<file path="config.mk">
export PLATFORM = sky130hd
export DESIGN_NAME = mpc_mac_pipe_sat_flat
export DESIGN_NICKNAME = d
export VERILOG_FILES = /design/src/rtl/mpc_mac_pipe_sat_if.sv /design/src/rtl/mpc_mac_pipe_sat.sv /design/src/flat_wrapper.sv
export SDC_FILE = /design/constraint.sdc
export NUM_CORES = 1
export LEC_CHECK = 0
export ABC_AREA = 0
export CORE_ASPECT_RATIO = 1.1
export CORE_UTILIZATION = 65
export CTS_BUF_LIST = sky130_fd_sc_hd__clkbuf_4 sky130_fd_sc_hd__clkbuf_8
export DETAILED_ROUTE_END_ITERATION = 8
export PLACE_DENSITY = 0.81
export SETUP_SLACK_MARGIN = 0.15
export SYNTH_ARGS = -nofsm -noshare
export SYNTH_HDL_FRONTEND = slang
export SYNTH_SLANG_ARGS = --single-unit
</file>
<file path="constraint.sdc">
create_clock -name clk_i -period 10.6 [get_ports clk_i]
set_input_delay 2.12 -clock clk_i [delete_from_list [all_inputs] [get_ports clk_i]]
set_output_delay 2.12 -clock clk_i [all_outputs]
set_load 0.02 [all_outputs]
</file>
<file path="src/rtl/mpc_mac_pipe_sat_if.sv">
// Bundle of the beat input, result output and clock-enable signals of mpc_mac_pipe_sat.
//   master : drives ce, in_valid, first, last, a, b; receives p, out_valid, sat, acc_ovf
//   slave  : the MAC pipeline itself
interface mpc_mac_pipe_sat_if #(
  parameter int unsigned A_W   = 21,
  parameter int unsigned B_W   = 7,
  parameter int unsigned OUT_W = 28
);
  logic                    ce;
  logic                    in_valid;
  logic                    first;
  logic                    last;
  logic signed [A_W-1:0]   a;
  logic signed [B_W-1:0]   b;
  logic signed [OUT_W-1:0] p;
  logic                    out_valid;
  logic                    sat;
  logic                    acc_ovf;

  modport master (
    output ce, in_valid, first, last, a, b,
    input  p, out_valid, sat, acc_ovf
  );

  modport slave (
    input  ce, in_valid, first, last, a, b,
    output p, out_valid, sat, acc_ovf
  );
endinterface

</file>
<file path="src/rtl/mpc_mac_pipe_sat.sv">
// Pipelined signed multiply-accumulate with round / shift / saturate output stage.
// A frame of a*b products (first..last) is summed in an ACC_W accumulator; on the last beat the
// sum is rounded half-up, arithmetically shifted right by SHIFT and clipped (SAT=1) or wrapped
// (SAT=0) to OUT_W. Four ce-enabled edges from the last beat to out_valid.
// Ports:
//   clk_i  : rising-edge clock
//   rst_ni : asynchronous active-low reset, clears every pipeline register
//   bus    : slave side of mpc_mac_pipe_sat_if (ce, beat inputs, result outputs)
module mpc_mac_pipe_sat #(
  parameter int unsigned A_W   = 21,
  parameter int unsigned B_W   = 7,
  parameter int unsigned ACC_W = 40,
  parameter int unsigned OUT_W = 28,
  parameter int unsigned SHIFT = 0,
  parameter int unsigned SAT   = 1
) (
  input logic               clk_i,
  input logic               rst_ni,
  mpc_mac_pipe_sat_if.slave bus
);

  localparam int unsigned PW     = A_W + B_W;
  localparam int unsigned RndPos = (SHIFT > 0) ? SHIFT - 1 : 0;
  localparam logic signed [ACC_W:0] RndConst =
      (SHIFT > 0) ? ((ACC_W + 1)'(1) << RndPos) : '0;
  localparam logic [OUT_W-1:0] OutMax = {1'b0, {(OUT_W - 1){1'b1}}};
  localparam logic [OUT_W-1:0] OutMin = {1'b1, {(OUT_W - 1){1'b0}}};

  // ---------------------------------------------------------------------------
  // S1: input register
  // ---------------------------------------------------------------------------
  logic signed [A_W-1:0] a_q;
  logic signed [B_W-1:0] b_q;
  logic                  v1_q, f1_q, l1_q;

  always_ff @(posedge clk_i or negedge rst_ni) begin
    if (!rst_ni) begin
      a_q  <= '0;
      b_q  <= '0;
      v1_q <= 1'b0;
      f1_q <= 1'b0;
      l1_q <= 1'b0;
    end else if (bus.ce) begin
      a_q  <= bus.a;
      b_q  <= bus.b;
      v1_q <= bus.in_valid;
      f1_q <= bus.first;
      l1_q <= bus.last;
    end
  end

  // ---------------------------------------------------------------------------
  // S2: full-width signed product
  // ---------------------------------------------------------------------------
  logic signed [PW-1:0] a_ext, b_ext, prod_d, prod_q;
  logic                 v2_q, f2_q, l2_q;

  // Operands sign-extended to PW so the PW-bit product is exact.
  assign a_ext  = {{B_W{a_q[A_W-1]}}, a_q};
  assign b_ext  = {{A_W{b_q[B_W-1]}}, b_q};
  assign prod_d = a_ext * b_ext;

  always_ff @(posedge clk_i or negedge rst_ni) begin
    if (!rst_ni) begin
      prod_q <= '0;
      v2_q   <= 1'b0;
      f2_q   <= 1'b0;
      l2_q   <= 1'b0;
    end else if (bus.ce) begin
      prod_q <= prod_d;
      v2_q   <= v1_q;
      f2_q   <= f1_q;
      l2_q   <= l1_q;
    end
  end

  // ---------------------------------------------------------------------------
  // S3: accumulator with sticky wrap flag
  // ---------------------------------------------------------------------------
  logic signed [ACC_W-1:0] prod_sx, acc_sum, acc_d, acc_q;
  logic                    wrap, ovf_d, ovf_q, end_q;

  assign prod_sx = ACC_W'(prod_q);
  assign acc_sum = acc_q + prod_sx;
  // Two's complement overflow: like-signed operands producing an opposite-signed sum.
  assign wrap    = (acc_q[ACC_W-1] == prod_sx[ACC_W-1]) && (acc_sum[ACC_W-1] != acc_q[ACC_W-1]);

  always_comb begin
    acc_d = acc_q;
    ovf_d = ovf_q;
    if (v2_q) begin
      if (f2_q) begin
        acc_d = prod_sx;
        ovf_d = 1'b0;
      end else begin
        acc_d = acc_sum;
        ovf_d = ovf_q | wrap;
      end
    end
  end

  always_ff @(posedge clk_i or negedge rst_ni) begin
    if (!rst_ni) begin
      acc_q <= '0;
      ovf_q <= 1'b0;
      end_q <= 1'b0;
    end else if (bus.ce) begin
      acc_q <= acc_d;
      ovf_q <= ovf_d;
      end_q <= v2_q & l2_q;
    end
  end

  // ---------------------------------------------------------------------------
  // S4: round half-up, shift, saturate / wrap
  // ---------------------------------------------------------------------------
  logic signed [ACC_W:0]   acc_x, rnd_sum, r;
  logic [ACC_W-OUT_W+1:0]  hi_bits;
  logic                    fits;
  logic [OUT_W-1:0]        p_res;

  // One guard bit so the rounding add cannot wrap.
  assign acc_x   = {acc_q[ACC_W-1], acc_q};
  assign rnd_sum = acc_x + RndConst;
  assign r       = rnd_sum >>> SHIFT;
  // r fits in OUT_W when all bits from the OUT_W sign bit upward agree.
  assign hi_bits = r[ACC_W:OUT_W-1];
  assign fits    = (&hi_bits) | ~(|hi_bits);

  always_comb begin
    p_res = r[OUT_W-1:0];
    if ((SAT != 0) && !fits) begin
      p_res = r[ACC_W] ? OutMin : OutMax;
    end
  end

  logic [OUT_W-1:0] p_q;
  logic             out_valid_q, sat_q, acc_ovf_q;

  always_ff @(posedge clk_i or negedge rst_ni) begin
    if (!rst_ni) begin
      p_q         <= '0;
      out_valid_q <= 1'b0;
      sat_q       <= 1'b0;
      acc_ovf_q   <= 1'b0;
    end else if (bus.ce) begin
      out_valid_q <= end_q;
      if (end_q) begin
        p_q       <= p_res;
        sat_q     <= ~fits;
        acc_ovf_q <= ovf_q;
      end
    end
  end

  assign bus.p         = p_q;
  assign bus.out_valid = out_valid_q;
  assign bus.sat       = sat_q;
  assign bus.acc_ovf   = acc_ovf_q;

endmodule

</file>
<file path="src/flat_wrapper.sv">
// flat-port wrapper written by rule: the top's interface ports become plain ports
module mpc_mac_pipe_sat_flat 
#(
  parameter int unsigned A_W   = 21,
  parameter int unsigned B_W   = 7,
  parameter int unsigned ACC_W = 40,
  parameter int unsigned OUT_W = 28,
  parameter int unsigned SHIFT = 0,
  parameter int unsigned SAT   = 1
)
  (clk_i, rst_ni, bus_ce, bus_in_valid, bus_first, bus_last, bus_a, bus_b, bus_p, bus_out_valid, bus_sat, bus_acc_ovf);
  mpc_mac_pipe_sat_if #(.A_W(A_W), .B_W(B_W), .OUT_W(OUT_W)) bus_i ();
  input logic clk_i;
  input logic rst_ni;
  input wire logic [$bits(bus_i.ce)-1:0] bus_ce;
  input wire logic [$bits(bus_i.in_valid)-1:0] bus_in_valid;
  input wire logic [$bits(bus_i.first)-1:0] bus_first;
  input wire logic [$bits(bus_i.last)-1:0] bus_last;
  input wire logic [$bits(bus_i.a)-1:0] bus_a;
  input wire logic [$bits(bus_i.b)-1:0] bus_b;
  output wire logic [$bits(bus_i.p)-1:0] bus_p;
  output wire logic [$bits(bus_i.out_valid)-1:0] bus_out_valid;
  output wire logic [$bits(bus_i.sat)-1:0] bus_sat;
  output wire logic [$bits(bus_i.acc_ovf)-1:0] bus_acc_ovf;
  assign bus_i.ce = bus_ce;
  assign bus_i.in_valid = bus_in_valid;
  assign bus_i.first = bus_first;
  assign bus_i.last = bus_last;
  assign bus_i.a = bus_a;
  assign bus_i.b = bus_b;
  assign bus_p = bus_i.p;
  assign bus_out_valid = bus_i.out_valid;
  assign bus_sat = bus_i.sat;
  assign bus_acc_ovf = bus_i.acc_ovf;
  mpc_mac_pipe_sat #(.A_W(A_W), .B_W(B_W), .ACC_W(ACC_W), .OUT_W(OUT_W), .SHIFT(SHIFT), .SAT(SAT)) u_core (.clk_i(clk_i), .rst_ni(rst_ni), .bus(bus_i));
endmodule
</file>
==> results.cfg <==
[sta]
setup_viol = 0
hold_viol = 0
setup_tns_ns = 0
fin_worst_skew_ns = 0.0171
period_share_pct = 52.9
rsz0062_at_grt = no
drv_slew = 0
worst_slew_pin_slew_ns = 1.13
fmax_mhz = 178
fin_crit_ns = 5.60
max_slew_margin_pct = 24.8

[cts]
ctsHoldBuffers = 0
cts_made_buffers = 17
clkSinkCount = 135
cts_root_buf = clkbuf_8
post-cts-setup-buffer-count = 0
path_clk_slew_ns = 0.09
cts_resized = 0
insertion_delay_ns = 0.45
cts_tree = done
htreeDepth = 4
cts_buffer_depth = 2

[finish]
finalNetCount = 1621
final_cell_mix = inv_1 (158), dfrtp_1 (134), nand2_1 (117)
area_delta_synth_final_pct = 10.5
stdcell_area_sq_um = 13900
diodes = 0
layout_commonest_cell = inv_1
final_layout_size_suffix_gt1_share_pct = 9.03

[setup_path]
required_ns = 10.94
crit_type = reg2reg
worstSetupStartpointType = flip-flop
worstSetupEndpointType = flip-flop
arrival_ns = 5.95
crit_fanout = 20

[routing]
ant_nets = 0
routedWlPerCell_um = 16.5
drt_iter0_markers = 478
dr.pass1.iters = 5
vias_per_cell = 5.81
drc = 0
num_vias = 9523
drt-total-wl_um = 27000

[placement]
dpl_cell_area_sq_um = 13400
port_buffers = 64
dpl.hpwl_um = 20500
place.gp.congestion = 0.913

[outcome]
status = complete, no violations

[synth]
synth-seq-area-share_pct = 26.9
synth_seq_cells = 135
yosys_warnings = 0
synth_edf_count = 0
synthesis.nets = 1582
async_flop_share_pct = 100
syn-instance-count = 1343
yosysUniqueCellTypes = 72
synth_ff_type = dfrtp_1
syn_area_sq_um = 12500
postSynthAreaPerCell_sq_um = 9.34

[floorplan]
dieArea_sq_um = 19900
die_y_um = 148
core_area_sq_um = 18700
fp.dieW_um = 134
floorplan.initialDensity_pct = 67.2
ioPinCount = 65
rows = 52

[grt]
grt_pass1_vias = 9639
grt_pass1_wl_um = 46000
grt-ovfl-total = 0
gr-usage-all-layers_pct = 29.3
antenna_found_initial = 0
grt_max_degree = 77

[worst_hold_path]
hold_class = reg2reg

[flow_run]
max_cap_viol_count = 0
[cell families (layout without fill, tap and decap cells)]
kind of cell / count (synthesis) / after routing / synth area share (%)
and+or+nand+nor: 371 / 371 / 14.8
AOI/OAI and AO/OA: 302 / 302 / 15.3
buffers and inverters: 208 / 260 / 6.24
adders and majority gates: 205 / 205 / 27.0
DFF: 135 / 135 / 26.9
muxes: 64 / 64 / 5.68
xor gates and xnor gates: 58 / 58 / 4.05
[per-stage QoR]
step | hold WS (ns) | setup slack [ns] | cells | utilization (%)
after global routing | 0.519 | 4.72 | 1638 | 74.2
after floorplan | 0.446 | 5.63 | 1343 | -
after global placement | 0.462 | 5.24 | 1606 | 71.5
final | 0.487 | 5.00 | 1638 | 74.2
after detailed placement | 0.474 | 5.09 | 1606 | 71.5
after CTS | 0.493 | 5.04 | 1638 | 74.2
[layer usage]
metal  wire (um)  vias up  GRT usage [%]
li1            -     4573              -
met1       12000     4645           38.3
met2       13400      263           50.8
met3        1210       42           4.39
met4         480        0           7.87
met5           0        -              0
[state kept, by name, indices dropped and copies added, names as in the netlist, 7 cells and up]
register,flops
u_core.a_q,21
u_core.acc_q,40
u_core.b_q,7
u_core.bus.p,28
u_core.prod_q,28
[cell type report]
| class | count | area, sq um |
|---|---|---|
| tap | 243 | 304 |
| sequential | 135 | 3380 |
| fill | 1357 | 4810 |
| inverter | 158 | 593 |
| clock inverter | 10 | 214 |
| timing repair buffer | 70 | 682 |
| multi-input combinational | 1000 | 8400 |
| clock buffer | 22 | 290 |
[critical path, stage by stage, from the launching register on]
cell      delay [ns]
dfrtp_1         0.41
inv_1           0.47
nor2_1          0.15
fa_1            0.53
fa_1            0.53
fa_1            0.55
inv_1           0.05
fa_1            0.53
inv_1           0.04
ha_1            0.33
a21oi_1         0.21
o21ai_0         0.21
nand2_1         0.15
o211ai_1        0.16
a311o_1         0.42
a21oi_1         0.23
o21ai_1         0.10
xor2_1          0.15
mux2_2          0.26
[synth_stat cells, types with 4 or more instances]
cell,count,share of area (%)
nor2_1,71,2.1
nand3_1,14,0.56
o21ai_1,8,0.32
a21oi_1,98,3.9
nand2_1,118,3.5
o21ai_0,88,3.5
clkbuf_1,46,1.4
nor3_1,9,0.36
or3_1,4,0.20
nand2b_1,6,0.30
o21bai_1,6,0.36
o21a_1,11,0.66
dfrtp_1,135,27
a21o_1,27,1.6
mux2_2,57,5.1
xnor2_1,42,2.9
mux2i_1,7,0.56
and2_1,108,5.4
nor4_1,5,0.25
nor2b_1,5,0.25
and3_1,6,0.30
fa_1,110,18
a21oi_2,4,0.28
o211ai_1,8,0.48
nand4_1,7,0.35
xor2_1,16,1.1
inv_1,158,4.7
a211oi_1,7,0.42
ha_1,95,9.5
[worst paths after layout]
kind / start / slack (ns) / cells past startpoint / end
max: u_core.b_q[6] / 5.00 / 18 / u_core.prod_q[25]
min reg2reg: u_core.bus.p[19] / 0.49 / 2 / u_core.bus.p[19]
min in group asynchronous: rst_ni / 1.66 / 1 / u_core.acc_q[9]
max in group asynchronous: rst_ni / 7.62 / 2 / u_core.f2_q
min: u_core.bus.p[19] / 0.49 / 2 / u_core.bus.p[19]
max reg2reg: u_core.b_q[6] / 5.00 / 18 / u_core.prod_q[25]
Power is not shown: default switching activity piles up to over one toggle a cycle in this logic, so the estimate is an artifact.
